### config.mk
export PLATFORM = sky130hd
export DESIGN_NAME = cache_arbiter
export DESIGN_NICKNAME = d
export VERILOG_FILES = /design/src/rtl/rv32i_types.sv /design/src/rtl/arb_pick.sv /design/src/rtl/cache_arbiter.sv
export SDC_FILE = /design/constraint.sdc
export NUM_CORES = 1
export LEC_CHECK = 0
export CAP_MARGIN = 10
export CELL_PAD_IN_SITES_DETAIL_PLACEMENT = 0
export CELL_PAD_IN_SITES_GLOBAL_PLACEMENT = 2
export CORE_UTILIZATION = 18
export DETAILED_ROUTE_END_ITERATION = 6
export PLACE_DENSITY_LB_ADDON = 0.1
export SLEW_MARGIN = 20
export SYNTH_ARGS = -nofsm -noshare
export SYNTH_HDL_FRONTEND = slang
export SYNTH_SLANG_ARGS = --single-unit
### constraint.sdc
create_clock -name clk -period 2 [get_ports clk]
set_input_delay 0.3 -clock clk [delete_from_list [all_inputs] [get_ports clk]]
set_output_delay 0.3 -clock clk [all_outputs]
set_load 0.05 [all_outputs]
### src/rtl/rv32i_types.sv
// Shared types and constants for the instruction/data cache arbiter.
package rv32i_types;

  typedef enum logic [1:0] {
    ARB_IDLE,
    ARB_INSTR,
    ARB_DATA
  } arb_state_t;

  localparam logic [3:0] ARB_IMBE = 4'b1111;

  // Encoding of the last-granted requester.
  localparam logic GNT_INSTR = 1'b0;
  localparam logic GNT_DATA  = 1'b1;

endpackage

### src/rtl/arb_pick.sv
// Combinational winner select between fetch and load/store requests.
// ARB_RR_EN selects round-robin tie-break; otherwise data has fixed priority.
module arb_pick
  import rv32i_types::*;
(
  input  logic ireq,
  input  logic dreq,
  input  logic last_grant,
  output logic gnt_i,
  output logic gnt_d
);

  always_comb begin
    gnt_i = 1'b0;
    gnt_d = 1'b0;
`ifdef ARB_RR_EN
    if (ireq && dreq) begin
      gnt_d = (last_grant == GNT_INSTR);
      gnt_i = ~gnt_d;
    end else begin
      gnt_d = dreq;
      gnt_i = ireq;
    end
`else
    gnt_d = dreq;
    gnt_i = ireq & ~dreq;
`endif
  end

`ifndef ARB_RR_EN
  logic unused_last_grant;
  assign unused_last_grant = last_grant;
`endif

endmodule

### src/rtl/cache_arbiter.sv
// Arbitrates IF and MEM ports onto one registered shared memory port.
// Optional ARB_RR_EN enables round-robin tie-break with a last_grant flop.
module cache_arbiter
  import rv32i_types::*;
#(
  parameter int unsigned DATA_W = 32
) (
  input  logic              clk,
  input  logic              rst,
  input  logic              imem_read,
  input  logic [DATA_W-1:0] imem_address,
  output logic [DATA_W-1:0] imem_rdata,
  output logic              imem_resp,
  input  logic              dmem_read,
  input  logic              dmem_write,
  input  logic [DATA_W-1:0] dmem_address,
  input  logic [DATA_W-1:0] dmem_wdata,
  input  logic [3:0]        dmem_mbe,
  output logic [DATA_W-1:0] dmem_rdata,
  output logic              dmem_resp,
  output logic              mem_read,
  output logic              mem_write,
  output logic [DATA_W-1:0] mem_address,
  output logic [DATA_W-1:0] mem_wdata,
  output logic [3:0]        mem_mbe,
  input  logic [DATA_W-1:0] mem_rdata,
  input  logic              mem_resp
);

  arb_state_t        state_q, state_d;
  logic              mem_read_q, mem_read_d;
  logic              mem_write_q, mem_write_d;
  logic [DATA_W-1:0] mem_address_q, mem_address_d;
  logic [DATA_W-1:0] mem_wdata_q, mem_wdata_d;
  logic [3:0]        mem_mbe_q, mem_mbe_d;
  logic              last_grant;
  logic              gnt_i, gnt_d;

`ifdef ARB_RR_EN
  logic last_grant_q, last_grant_d;
  assign last_grant = last_grant_q;
`else
  assign last_grant = GNT_INSTR;
`endif

  arb_pick u_arb_pick (
    .ireq       (imem_read),
    .dreq       (dmem_read | dmem_write),
    .last_grant (last_grant),
    .gnt_i      (gnt_i),
    .gnt_d      (gnt_d)
  );

  always_comb begin
    state_d       = state_q;
    mem_read_d    = mem_read_q;
    mem_write_d   = mem_write_q;
    mem_address_d = mem_address_q;
    mem_wdata_d   = mem_wdata_q;
    mem_mbe_d     = mem_mbe_q;
`ifdef ARB_RR_EN
    last_grant_d  = last_grant_q;
`endif
    unique case (state_q)
      ARB_IDLE: begin
        if (gnt_d) begin
          state_d       = ARB_DATA;
          mem_write_d   = dmem_write;
          mem_read_d    = dmem_read & ~dmem_write;
          mem_address_d = dmem_address;
          mem_wdata_d   = dmem_wdata;
          mem_mbe_d     = dmem_mbe;
`ifdef ARB_RR_EN
          last_grant_d  = GNT_DATA;
`endif
        end else if (gnt_i) begin
          state_d       = ARB_INSTR;
          mem_write_d   = 1'b0;
          mem_read_d    = 1'b1;
          mem_address_d = imem_address;
          mem_wdata_d   = '0;
          mem_mbe_d     = ARB_IMBE;
`ifdef ARB_RR_EN
          last_grant_d  = GNT_INSTR;
`endif
        end
      end
      // Requester lines still show the finished access here, so go idle
      // rather than re-arbitrating on stale requests.
      ARB_INSTR, ARB_DATA: begin
        if (mem_resp) begin
          state_d     = ARB_IDLE;
          mem_read_d  = 1'b0;
          mem_write_d = 1'b0;
        end
      end
      default: state_d = ARB_IDLE;
    endcase
  end

  always_ff @(posedge clk or negedge rst) begin
    if (!rst) begin
      state_q       <= ARB_IDLE;
      mem_read_q    <= 1'b0;
      mem_write_q   <= 1'b0;
      mem_address_q <= '0;
      mem_wdata_q   <= '0;
      mem_mbe_q     <= '0;
`ifdef ARB_RR_EN
      last_grant_q  <= GNT_INSTR;
`endif
    end else begin
      state_q       <= state_d;
      mem_read_q    <= mem_read_d;
      mem_write_q   <= mem_write_d;
      mem_address_q <= mem_address_d;
      mem_wdata_q   <= mem_wdata_d;
      mem_mbe_q     <= mem_mbe_d;
`ifdef ARB_RR_EN
      last_grant_q  <= last_grant_d;
`endif
    end
  end

  assign mem_read    = mem_read_q;
  assign mem_write   = mem_write_q;
  assign mem_address = mem_address_q;
  assign mem_wdata   = mem_wdata_q;
  assign mem_mbe     = mem_mbe_q;

  always_comb begin
    imem_resp  = (state_q == ARB_INSTR) && mem_resp;
    dmem_resp  = (state_q == ARB_DATA) && mem_resp;
    imem_rdata = imem_resp ? mem_rdata : '0;
    dmem_rdata = dmem_resp ? mem_rdata : '0;
  end

endmodule

==> Flow_metrics.wiki <==
{| class="wikitable"
! Metric !! Value
|-
| Routed length per instance || between 15 and 20 um
|-
| Cell-by-cell trace of the critical path || inv_2 -> ha_2 -> buf_12 -> and3_1 -> buf_12
|-
| Share of synthesized flip-flops with an asynchronous set or reset || 100%
|-
| CP delay by family, top || buffers and inverters
|-
| CP Class || reg -> out
|-
| Clock buffers created by TritonCTS || 9
|-
| Number of nets with antenna violations after detailed routing || 0
|-
| Maximum number of pins on one net before global-route repair || 68
|-
| Antenna cell count || 0
|-
| Buffer count from post-CTS setup fixing || 0
|-
| Worst Path Arrival || around 1.6 ns
|-
| First-pass GRT wire length || about 21,000 um
|-
| Final Net Count || 733
|-
| Number of vias after detailed routing || roughly 3,500
|-
| Status || completed
|-
| Place WS || roughly 0.096 ns
|-
| Final Max Tran Viols || 0
|-
| Remaining global-route overflow || 0
|-
| Average size of a mapped cell || roughly 11 um^2
|-
| Transition time at the pin with the least slew margin || between 0.5 and 0.6 ns
|-
| Crit path capture type || output pin
|-
| P per Cell Area || about 1600 nW/um^2
|-
| Syn Nets || 469
|-
| Source-to-sink clock delay at the later pin of the worst-skew pair || 0.33 ns
|-
| EDFF count, synth || 0
|-
| Area overhead of the layout relative to synthesis || 116%
|-
| Cells after synthesis || 327
|-
| Residual DRC count || 0
|-
| Maximum vdd drop || around 0.00095 V
|-
| Detailed router's first-iteration violation count || 85
|-
| Vias in the first global route || ~3,400
|-
| Number of antenna violations at the first check in global routing || 0
|-
| Worst hold margin || roughly 0.33 ns
|-
| Global router's overall resource usage || 13.7%
|-
| Cell taking the most area after synthesis || sky130_fd_sc_hd__dfrtp_1
|-
| Portion of the clock cycle consumed by the worst path in the final layout || between 90% and 100%
|-
| Layout cells sized above 1 || about 17%
|-
| Half-perimeter wire length of the detailed placement result || 10,400 um
|-
| Die area || ~20,000 um^2
|-
| Worst path setup slack after routing || 0.111 ns
|-
| Clock sink count || between 70 and 80
|-
| Clock slew at reported path FFs || 0.06 ns
|-
| Area post-placement || 7230 um^2
|-
| Core Footprint || 19,000 um^2
|-
| Worst hold path class || in -> async
|-
| Headroom to the max-slew limit || a little under two thirds
|-
| CP max stage delay || between 0.4 and 0.5 ns
|-
| Number of levels in the clock H-tree || 3
|-
| Time the worst path needs with I/O delays and setup || roughly 1.9 ns
|-
| TritonCTS clock tree || done
|-
| Via density || approximately 4.1
|-
| Final Util || between 40% and 50%
|-
| Clock buffer depth || 2
|-
| First-pass iteration count of the detailed router || 4
|-
| Slowest cell on the critical path || sky130_fd_sc_hd__dfrtp_1
|-
| Unrepaired setup endpoints after global routing || no
|-
| Max-cap violation count || 0
|-
| I/O pin total || between 200 and 300
|-
| Count of buffering cells on the critical path with inverters included || 3
|-
| Required time at the worst-slack endpoint || roughly 1.7 ns
|-
| Final hold violation count || 0
|-
| Cell mode on critical path || sky130_fd_sc_hd__buf_12
|-
| Total power consumption of the routed design || 12.1 mW
|-
| Total of endpoints with negative setup slack in the final report || 0
|-
| Final design instance area without fill || ~7600 um^2
|-
| Cell count after placement || 839
|-
| Die height || 142 um
|-
| Mapped Area || 3520 um^2
|-
| Worst-case clock skew || about 0.0075 ns
|-
| Routability congestion estimate || 0.720
|-
| Achievable Freq || 529 MHz
|-
| IO buf count || 273
|-
| Dominant register cell in the synthesized netlist || sky130_fd_sc_hd__dfrtp_1
|-
| Crit-path max FO || 33
|-
| Top cells by area in the synthesized netlist || sky130_fd_sc_hd__dfrtp_1, sky130_fd_sc_hd__and3_1, sky130_fd_sc_hd__mux2i_1
|-
| Nature of the critical path startpoint || register
|-
| Sequential share of the synthesized area || slightly above 50%
|-
| Post-detailed-routing wire length || around 14,000 um
|-
| Standby leakage power || about 3.3 nW
|-
| CTS root buf || sky130_fd_sc_hd__clkbuf_16
|-
| Proportion of netlist area held by the largest area contributor || roughly 51%
|-
| Cell Rows || 50
|-
| Count of different cell masters after synthesis || 30
|-
| Warning count from the yosys run || 0
|-
| Synthesized flop and latch total || between 70 and 80
|-
| Number of non-filler instances in the completed layout || between 800 and 900
|-
| Final-layout setup total negative slack || 0 ns
|-
| Effective utilization at floorplan || roughly 19%
|-
| Die boundary width || 142 um
|}
==> metal layers <==
metal / share of wire (%) / global-route usage [%]
met1: 41 / 16.5
met2: 49 / 22.7
met3: 8.5 / 4.66
met4: 1.3 / 4.41
met5: 0 / 0
==> registers in the layout, indices dropped and copies added, names as in the netlist <==
| register | count |
|---|---|
| mem_address | 32 |
| mem_wdata | 32 |
| mem_mbe | 4 |
| state_q | 2 |
| mem_read | 1 |
| mem_write | 1 |
==> what timing repair did <==
action | 4_1_cts | 5_1_grt
hold buffers | 1 | 0
hold endpoints to repair | 7 | 0
gates resized for setup | 0 | 7
endpoints found under the setup margin | 0 | 65
==> synth_stat cells, types with 2 or more instances <==
library cell               number
sky130_fd_sc_hd__a22o_1        33
sky130_fd_sc_hd__inv_1          3
sky130_fd_sc_hd__buf_4          6
sky130_fd_sc_hd__clkbuf_1      16
sky130_fd_sc_hd__buf_2          3
sky130_fd_sc_hd__and3_1        64
sky130_fd_sc_hd__nor2b_1        2
sky130_fd_sc_hd__buf_6          5
sky130_fd_sc_hd__ha_1           4
sky130_fd_sc_hd__dfrtp_1       72
sky130_fd_sc_hd__nor2_1         2
sky130_fd_sc_hd__o21ai_1        2
sky130_fd_sc_hd__o22a_1         4
sky130_fd_sc_hd__nand2_1       32
sky130_fd_sc_hd__o21ai_0       32
sky130_fd_sc_hd__mux2i_1       32
sky130_fd_sc_hd__and2_1         2
==> cells by family (layout without fill, tap and decap cells) <==
kind of cell	after synthesis	in the layout	synth area share, %
compound gates	81	81	16.6
fa+ha+maj	4	4	1.42
buf+inv	34	303	5.48
flops	72	72	51.2
mux	32	32	9.11
simple gates	104	104	16.2
==> report_power, final <==
group	total (mW)	switching, mW	internal, mW
Combinational	7.74	4.79	2.95
Clock	1.79	0.629	1.16
Sequential	2.56	0.383	2.17
==> final cells by class <==
type	count	area, um^2
Multi-Input combinational cell	221	1550
Clock buffer	12	256
Clock inverter	4	76.3
Sequential cell	72	1800
Inverter	3	11.3
Fill cell	1833	11400
Timing Repair Buffer	284	3570
Tap cell	260	325
==> worst register-to-register path, cell delays in order (launching register included) <==
cell                      delay (ns)
sky130_fd_sc_hd__dfrtp_1        0.41
sky130_fd_sc_hd__inv_2          0.10
sky130_fd_sc_hd__ha_1           0.34
sky130_fd_sc_hd__o31ai_4        0.17
sky130_fd_sc_hd__buf_12         0.21
sky130_fd_sc_hd__a22o_1         0.29
==> path summary, 6_finish.rpt <==
path	to	cells after the start	slack, ns	startpoint
max	imem_rdata[2]	5	0.11	state_q[1]
min	mem_wdata[5]	2	0.33	rst
max reg2reg	mem_wdata[30]	5	0.36	state_q[1]
min reg2reg	mem_address[10]	2	0.48	mem_address[10]
max in group asynchronous	mem_wdata[26]	3	1.11	rst
min in group clk	mem_address[10]	2	0.48	mem_address[10]
==> cells in the final DEF, fill, tap and decap left out, drive strengths merged, types with 4 or more instances in the layout <==
| master | synthesis | routed |
|---|---|---|
| clkdlybuf4s50 | 0 | 205 |
| buf | 14 | 78 |
| dfrtp | 72 | 72 |
| and3 | 64 | 64 |
| o21ai | 34 | 34 |
| a22o | 33 | 33 |
| mux2i | 32 | 32 |
| nand2 | 32 | 32 |
| clkbuf | 17 | 12 |
| o22a | 4 | 4 |
| ha | 4 | 4 |
(Power assumes the default switching activity.)
